--- src/rtl/pong_ctrl.sv ---
// pong_ctrl: game sequencer for the pong datapath. Owns ball position and
// direction, paddle position, lives and the IDLE/PLAY/WAIT/OVER state machine.
// All motion advances once per frame on refr_tick.
module pong_ctrl #(
    parameter int BALL_SIZE = 8,
    parameter int BALL_V    = 2,
    parameter int PAD_H     = 72,
    parameter int PAD_V     = 4,
    parameter int LIVES     = 3,
    parameter int WAIT_FR   = 60
) (
    input  logic       clk,
    input  logic       reset_n,
    input  logic       refr_tick,
    input  logic       btn_up,
    input  logic       btn_down,
    input  logic       btn_start,
    output logic [9:0] ball_x,
    output logic [9:0] ball_y,
    output logic [9:0] paddle_y,
    output logic       ball_on_en,
    output logic       hit,
    output logic       miss,
    output logic [1:0] lives,
    output logic       game_over
);

    localparam logic [1:0] S_IDLE = 2'd0;
    localparam logic [1:0] S_PLAY = 2'd1;
    localparam logic [1:0] S_WAIT = 2'd2;
    localparam logic [1:0] S_OVER = 2'd3;

    localparam logic [9:0] SERVE_X  = 10'd320;
    localparam logic [9:0] SERVE_Y  = 10'd236;
    localparam logic [9:0] PAD_Y0   = 10'd204;
    localparam logic [9:0] WALL_X   = 10'd36;
    localparam logic [9:0] PAD_L    = 10'd600;
    localparam logic [9:0] PAD_R    = 10'd603;
    localparam logic [9:0] MISS_X   = 10'd632;
    localparam logic [9:0] BS       = 10'(BALL_SIZE);
    localparam logic [9:0] BV       = 10'(BALL_V);
    localparam logic [9:0] PH       = 10'(PAD_H);
    localparam logic [9:0] PV       = 10'(PAD_V);
    localparam logic [9:0] BOT_LIM  = 10'(480 - BALL_V);
    localparam logic [9:0] PAD_MAX  = 10'(480 - PAD_H);
    localparam logic [1:0] LIVES_INIT = 2'(LIVES);
    localparam int         FC_W     = $clog2(WAIT_FR + 1);
    localparam logic [FC_W-1:0] FC_LAST = FC_W'(WAIT_FR - 1);

    logic [1:0]      state;
    logic            dx_pos;
    logic            dy_pos;
    logic [FC_W-1:0] frame_cnt;

    logic [9:0] pad_next;
    logic       dx_next;
    logic       dy_next;
    logic [9:0] bx_next;
    logic [9:0] by_next;
    logic       pad_hit;
    logic       ball_miss;

    // Paddle candidate position for this frame, clamped to the screen.
    always_comb begin
        pad_next = paddle_y;
        if (btn_up && !btn_down) begin
            pad_next = (paddle_y < PV) ? 10'd0 : paddle_y - PV;
        end else if (btn_down && !btn_up) begin
            pad_next = (paddle_y + PV > PAD_MAX) ? PAD_MAX : paddle_y + PV;
        end
    end

    // Ball bounce decisions on the current position, then the stepped position.
    always_comb begin
        ball_miss = (ball_x >= MISS_X);
        pad_hit   = dx_pos
                    && (ball_x + BS - 10'd1 >= PAD_L)
                    && (ball_x + BS - 10'd1 <= PAD_R)
                    && (ball_y + BS - 10'd1 >= paddle_y)
                    && (ball_y <= paddle_y + PH - 10'd1);

        dy_next = dy_pos;
        if (ball_y <= BV) begin
            dy_next = 1'b1;
        end else if (ball_y + BS >= BOT_LIM) begin
            dy_next = 1'b0;
        end

        dx_next = dx_pos;
        if (ball_x <= WALL_X) begin
            dx_next = 1'b1;
        end else if (pad_hit) begin
            dx_next = 1'b0;
        end

        bx_next = dx_next ? ball_x + BV : ball_x - BV;
        by_next = dy_next ? ball_y + BV : ball_y - BV;
    end

    // Game state machine and all registered outputs.
    always_ff @(posedge clk) begin
        if (!reset_n) begin
            state      <= S_IDLE;
            ball_x     <= SERVE_X;
            ball_y     <= SERVE_Y;
            paddle_y   <= PAD_Y0;
            dx_pos     <= 1'b1;
            dy_pos     <= 1'b1;
            ball_on_en <= 1'b1;
            lives      <= LIVES_INIT;
            hit        <= 1'b0;
            miss       <= 1'b0;
            game_over  <= 1'b0;
            frame_cnt  <= '0;
        end else begin
            hit  <= 1'b0;
            miss <= 1'b0;
            case (state)
                S_IDLE: begin
                    if (btn_start) begin
                        state <= S_PLAY;
                    end else if (refr_tick) begin
                        paddle_y <= pad_next;
                    end
                end
                S_PLAY: begin
                    if (refr_tick) begin
                        paddle_y <= pad_next;
                        if (ball_miss) begin
                            miss       <= 1'b1;
                            lives      <= lives - 2'd1;
                            ball_on_en <= 1'b0;
                            if (lives == 2'd1) begin
                                state     <= S_OVER;
                                game_over <= 1'b1;
                            end else begin
                                state     <= S_WAIT;
                                frame_cnt <= '0;
                            end
                        end else begin
                            dx_pos <= dx_next;
                            dy_pos <= dy_next;
                            ball_x <= bx_next;
                            ball_y <= by_next;
                            hit    <= pad_hit;
                        end
                    end
                end
                S_WAIT: begin
                    if (refr_tick) begin
                        paddle_y <= pad_next;
                        if (frame_cnt == FC_LAST) begin
                            frame_cnt  <= '0;
                            ball_x     <= SERVE_X;
                            ball_y     <= SERVE_Y;
                            dx_pos     <= 1'b1;
                            dy_pos     <= 1'b1;
                            ball_on_en <= 1'b1;
                            state      <= S_PLAY;
                        end else begin
                            frame_cnt <= frame_cnt + 1'b1;
                        end
                    end
                end
                S_OVER: begin
                    if (btn_start) begin
                        lives      <= LIVES_INIT;
                        ball_x     <= SERVE_X;
                        ball_y     <= SERVE_Y;
                        dx_pos     <= 1'b1;
                        dy_pos     <= 1'b1;
                        ball_on_en <= 1'b1;
                        game_over  <= 1'b0;
                        state      <= S_PLAY;
                    end
                end
                default: state <= S_IDLE;
            endcase
        end
    end

endmodule

--- config.mk ---
export PLATFORM = sky130hd
export DESIGN_NAME = pong_ctrl
export DESIGN_NICKNAME = d
export VERILOG_FILES = /design/src/rtl/pong_ctrl.sv
export SDC_FILE = /design/constraint.sdc
export NUM_CORES = 1
export LEC_CHECK = 0
export ABC_AREA = 1
export CAP_MARGIN = 20
export CORE_AREA = 2 2 115 117
export DETAILED_ROUTE_END_ITERATION = 8
export DIE_AREA = 0 0 117 119
export PLACE_DENSITY_LB_ADDON = 0.15
export SLEW_MARGIN = 0
export SYNTH_ARGS = -nofsm -noshare
export SYNTH_HDL_FRONTEND = slang
export SYNTH_SLANG_ARGS = --single-unit
export TNS_END_PERCENT = 50
--- constraint.sdc ---
create_clock -name clk -period 8.8 [get_ports clk]
set_clock_uncertainty 0.15 [all_clocks]
set_input_delay 1.32 -clock clk [delete_from_list [all_inputs] [get_ports clk]]
set_output_delay 1.32 -clock clk [all_outputs]
set_load 0.02 [all_outputs]
Word level (Yosys, flattened, before mapping)
Cells that the tools add are included.
Widths: inputs -> output; s select.

storage, ports and cells
  bits in registers = 46
  output and inout bits = 36

cells by class
  add/sub/neg operators = 14
  magnitude comparators = 10
  equal/unequal tests = 15
  muxes and demuxes = 60
  bitwise logic cells = 3
  reduce and logical (&&, ||, !) cells = 24

operator list
  operator               number
  $mux 10                18
  $pmux 10 s3            2
  $mux 6                 5
  $sub 10x1->10 const B  3
  $add 10x2->10 const B  2
  $add 10x4->10 const B  2
  $ge 10x10->1 const B   2
  $pmux 10 s2            1
  $sub 10x2->10 const B  2
  $mux 1                 19
  $ne 2x2->1 const B     9
  $mux 2                 8
  $reduce_and 5->1       3
  $pmux 6 s2             1
  $reduce_and 6->1       2
  $add 10x3->10 const B  1
  $add 10x7->10 const B  1
  $ge 10x10->1           1
  $ge 10x9->1 const B    1
  $gt 10x9->1 const B    1
  $le 10x10->1           1
  $le 10x10->1 const B   1
  $le 10x2->1 const B    1
  $le 10x6->1 const B    1
  other kinds (23)       38

Logic depth before layout (Yosys ltp)
  word-level depth = 13
  mapped depth = 28
  depth with buffers taken out = 28

Worst setup path after synthesis
No wires, ideal clock.

  kind = reg-to-reg
  from = reg ball_y[3]
  to = reg ball_x[8]
  arrival = 3.770 ns
  path slack = 4.806 ns
  cell stages (with the launch flop) = 25
  cells stage by stage = dfxtp_1 > buf_2 > inv_1 > ha_1 > nor2_1 > nand3_1 > xor2_1 > ha_1 > nand2_1 > nor2_1 > nand2_1 > nand3_1 > nand3_1 > nand2_1 > nand2_1 > inv_1 > ha_1 > a21oi_1 > nand2_1 > nand2_1 > o311ai_0 > or2_2 > nand3_1 > a21oi_1 > o21ai_0

on the way
  longest elaborated chain between the ends = 11
  elaborated cells between the ends (all ways) = 12

RTL lines
  what                    RTL line  source
  from (decl)             19        output logic [9:0] ball_y,
  from (signal assigned)  144       ball_y <= by_next;
  $add 10x4->10           79        && (ball_y + BS - 10'd1 >= paddle_y)
  $sub 10x1->10           79
  $ge 10x10->1            79
  $logic_and 1x1->1       79
  $logic_and 1x1->1 *     80        && (ball_y <= paddle_y + PH - 10'd1);
  $mux 1 *                92        end else if (pad_hit) begin
  $mux 1 *                90        if (ball_x <= WALL_X) begin
  $mux 10 *               96        bx_next = dx_next ? ball_x + BV : ball_x - BV;
  $mux 10 *               129       if (ball_miss) begin
  $mux 10 *               127       if (refr_tick) begin
  $pmux 10 s3 *           118       case (state)
  to (signal assigned)    143       ball_x <= bx_next;
  to (decl)               18        output logic [9:0] ball_x,

Mark *: on every way between the ends. The rest lies on a longest branch, timed or not. The select of a mux whose other input is x is not followed.
A chain may end at the register's enable or synchronous reset.

Final worst setup path
Same ends and word-level chain as after synthesis.

==> flow_summary.json <==
{
  "grt_pass1_wl_um": 17300,
  "fin_ws_ps": 4280,
  "finalSetupTns_ps": 0,
  "slowest_stage": "dfxtp_1",
  "setup_viol": 0,
  "drv_slew": 0,
  "reg2reg_setup_slack_ps": 4280,
  "ctsHoldBuffers": 0,
  "die_w_um": 117,
  "grt_pass1_vias": 3561,
  "rsz0062_at_grt": "no",
  "syn_inst": 559,
  "seqPwrFrac_pct": 25.0,
  "hold_end": "game_over",
  "yosysWarnings": 0,
  "drv_cap": 0,
  "drcViolationCount": 0,
  "place_ws_ps": 4270,
  "cts_setup_buffers": 0,
  "period_needed_ps": 4520,
  "synth.area.top_cells": "dfxtp_1 23%, ha_1 15%, nand2_1 12%",
  "holdCritPathClass": "register to register",
  "crit_path_end_kind": "register",
  "avgRoutedWirePerCell_um": 12.9,
  "synth_top_area_share_pct": 22.6,
  "dp_hpwl_um": 7700,
  "irDropWorstVdd_uv": 142,
  "postRouteWirelength_um": 9960,
  "clock_latency_ps": 290,
  "die_height_um": 119,
  "seq_area_frac_synth_pct": 22.6,
  "first_iter_violations": 207,
  "fill_cells": 1418,
  "synth_commonest_cells": "123 x nand2_1, 76 x inv_1, 45 x nor2_1",
  "arrival_ps": 4590,
  "port_buffers": 37,
  "p_total_mw": 1.34,
  "slew_headroom_pct": 53.1,
  "switchingPower_mw": 0.684,
  "switching_share_pct": 51.1,
  "synth_area_um2": 3710,
  "fp.coreArea_um2": 12900,
  "synthArstFlopShare_pct": 0,
  "diodes": 0,
  "multiInputGateArea_um2": 2510,
  "syn_avg_cell_area_um2": 6.65,
  "place_congestion": 0.924,
  "initial_utilization_pct": 28.9,
  "cts_buffer_depth": 2,
  "max_freq_mhz": 221,
  "grt_max_degree": 28,
  "power_density_nw_per_um2": 304,
  "min-delay-start": "game_over",
  "antenna_found_initial": 0,
  "register_area_um2": 841,
  "synthToLayoutAreaGrowth_pct": 18.3,
  "critical_path.max_stage_delay_ps": 640,
  "clkPwrFrac_pct": 14.2,
  "r2r-start": "ball_y[3]",
  "via_per_inst": 4.73,
  "synth_edf_count": 0,
  "yosys.cell_count.top_type": "nand2_1",
  "hold_violations": 0,
  "drive_gt1_share_pct": 4.71,
  "dieArea_um2": 13900,
  "worst_pin_slew_ps": 699,
  "synth_seq_cells": 42,
  "cts.sinks": 42,
  "p_leak_nw": 2.00,
  "numCtsBuffers": 5,
  "required_ps": 8870,
  "cts.htree.levels": 2,
  "first_pass_iters": 5,
  "yosys_most_used_dff": "dfxtp_1",
  "core.rowCount": 42,
  "synth.distinct_cells": 48,
  "vias": 3650,
  "cts.clk_slew.worst_paths_ps": 70,
  "holdWs_ps": 306,
  "gr-total-overflow": 0,
  "globalRouteTotalUtil_pct": 15.4,
  "internal_power_mw": 0.653,
  "ant_nets": 0,
  "ios": 42,
  "cp_cell_sequence": "ha_1 -> nand3_1 -> xor2_1 -> inv_1 -> nand4_1 -> xnor2_1 -> ha_1 -> nand2_1 -> nor2_1 -> nand2_1 -> nand3_1 -> nand3_1 -> nand2_1 -> nand2_1 -> inv_1 -> ha_1 -> a21oi_1 -> nand2_1 -> nand2_1 -> o311ai_0 -> or2_2 -> nand3_1 -> a21oi_1 -> o21ai_0",
  "cts_tree": "built",
  "synth_area_leader_cell": "dfxtp_1",
  "fin_crit_sh_pct": 51.4,
  "cp-start-kind": "register",
  "fin_nets": 645,
  "clock-root-buffer": "clkbuf_16",
  "crit_fanout": 13,
  "hold_depth": 2,
  "outcome": "complete, no violations",
  "reg2reg_depth": 24,
  "cp_common_cell": "nand2_1",
  "post_cts_resized": 0,
  "reg2reg_to": "ball_x[8]",
  "pwr-share-comb_pct": 60.8,
  "path_class": "register to register"
}
==> metrics by stage <==
stage	utilization, %	cells	instance area, µm²
2_1_floorplan	-	562	3730
3_3_place_gp	33.0	763	4250
3_5_place_dp	33.0	763	4250
4_1_cts	34.1	771	4390
5_1_grt	34.1	771	4390
6_report	34.1	771	4390
==> power by group through the flow <==
stage,Sequential (mW),Clock [mW],Combinational (mW)
finish,0.334,0.190,0.813
detailed placement,0.338,0,0.816
global placement,0.336,0,0.816
floorplan,0.351,0,0.560
global route,0.344,0.204,0.942
CTS,0.334,0.198,0.820
==> cell type report <==
class                   count  area share, %
flip-flops and latches     42           19.1
repair buffers             37           8.43
inverters                  81           7.04
clock inverters             3          0.427
well taps                 176           5.01
multi-input cells         427           57.1
clock buffers               5           2.85
==> logic make-up (layout without fill, tap and decap cells) <==
logic type | count (synthesis) | count (layout) | synth area share (%)
adders and majority gates | 45 | 45 | 15.4
other | 1 | 4 | 0.101
DFF | 42 | 42 | 22.6
buffers and inverters | 93 | 126 | 10.1
AOI/OAI and AO/OA | 102 | 102 | 15.6
xor gates and xnor gates | 27 | 27 | 6.57
and+or+nand+nor | 249 | 249 | 29.6
==> critical path: cells and delay by family, from the launching register on <==
kind	cells	cell delay (ps)
and+or+nand+nor	13	1440
AOI/OAI and AO/OA	4	500
xor gates and xnor gates	2	370
adders and majority gates	3	970
buffers and inverters	2	350
DFF	1	640
==> state kept, by name, indices dropped and copies added (netlist names) <==
signal,flops
ball_on_en,1
ball_x,9
ball_y,9
lives,2
dy_pos,1
hit,1
game_over,1
state,2
paddle_y,8
dx_pos,1
frame_cnt,6
miss,1
==> metal layers <==
metal | global-route usage (%) | wire, µm
met5 | 0 | 0
met4 | 5.00 | 211
met3 | 2.54 | 400
met2 | 25.0 | 4500
met1 | 20.7 | 4850
==> worst max path at each step <==
stage	from	to	slack (ps)
floorplan	ball_y[3]	ball_x[8]	4810
global placement	ball_y[3]	ball_x[8]	4470
detailed placement	ball_y[3]	ball_x[7]	4270
CTS	ball_y[3]	ball_x[8]	4270
global route	ball_y[3]	ball_x[7]	3730
finish	ball_y[3]	ball_x[8]	4280
==> cell usage in the layout, fill, tap and decap left out, types with 4 or more instances in the layout <==
cell type | netlist | layout
xnor2_1 | 6 | 6
xor2_1 | 20 | 20
o211ai_1 | 5 | 5
nand2_1 | 123 | 123
clkdlybuf4s50_1 | 0 | 37
inv_1 | 76 | 76
nor2_1 | 45 | 45
o21ai_1 | 8 | 8
a21oi_1 | 41 | 41
nand3_1 | 43 | 43
or2_2 | 4 | 4
o21ai_0 | 29 | 29
ha_1 | 44 | 44
dfxtp_1 | 42 | 42
clkbuf_16 | 0 | 5
nand4_1 | 9 | 9
nor3_1 | 9 | 9
conb_1 | 1 | 4
(Power assumes the default switching activity.)
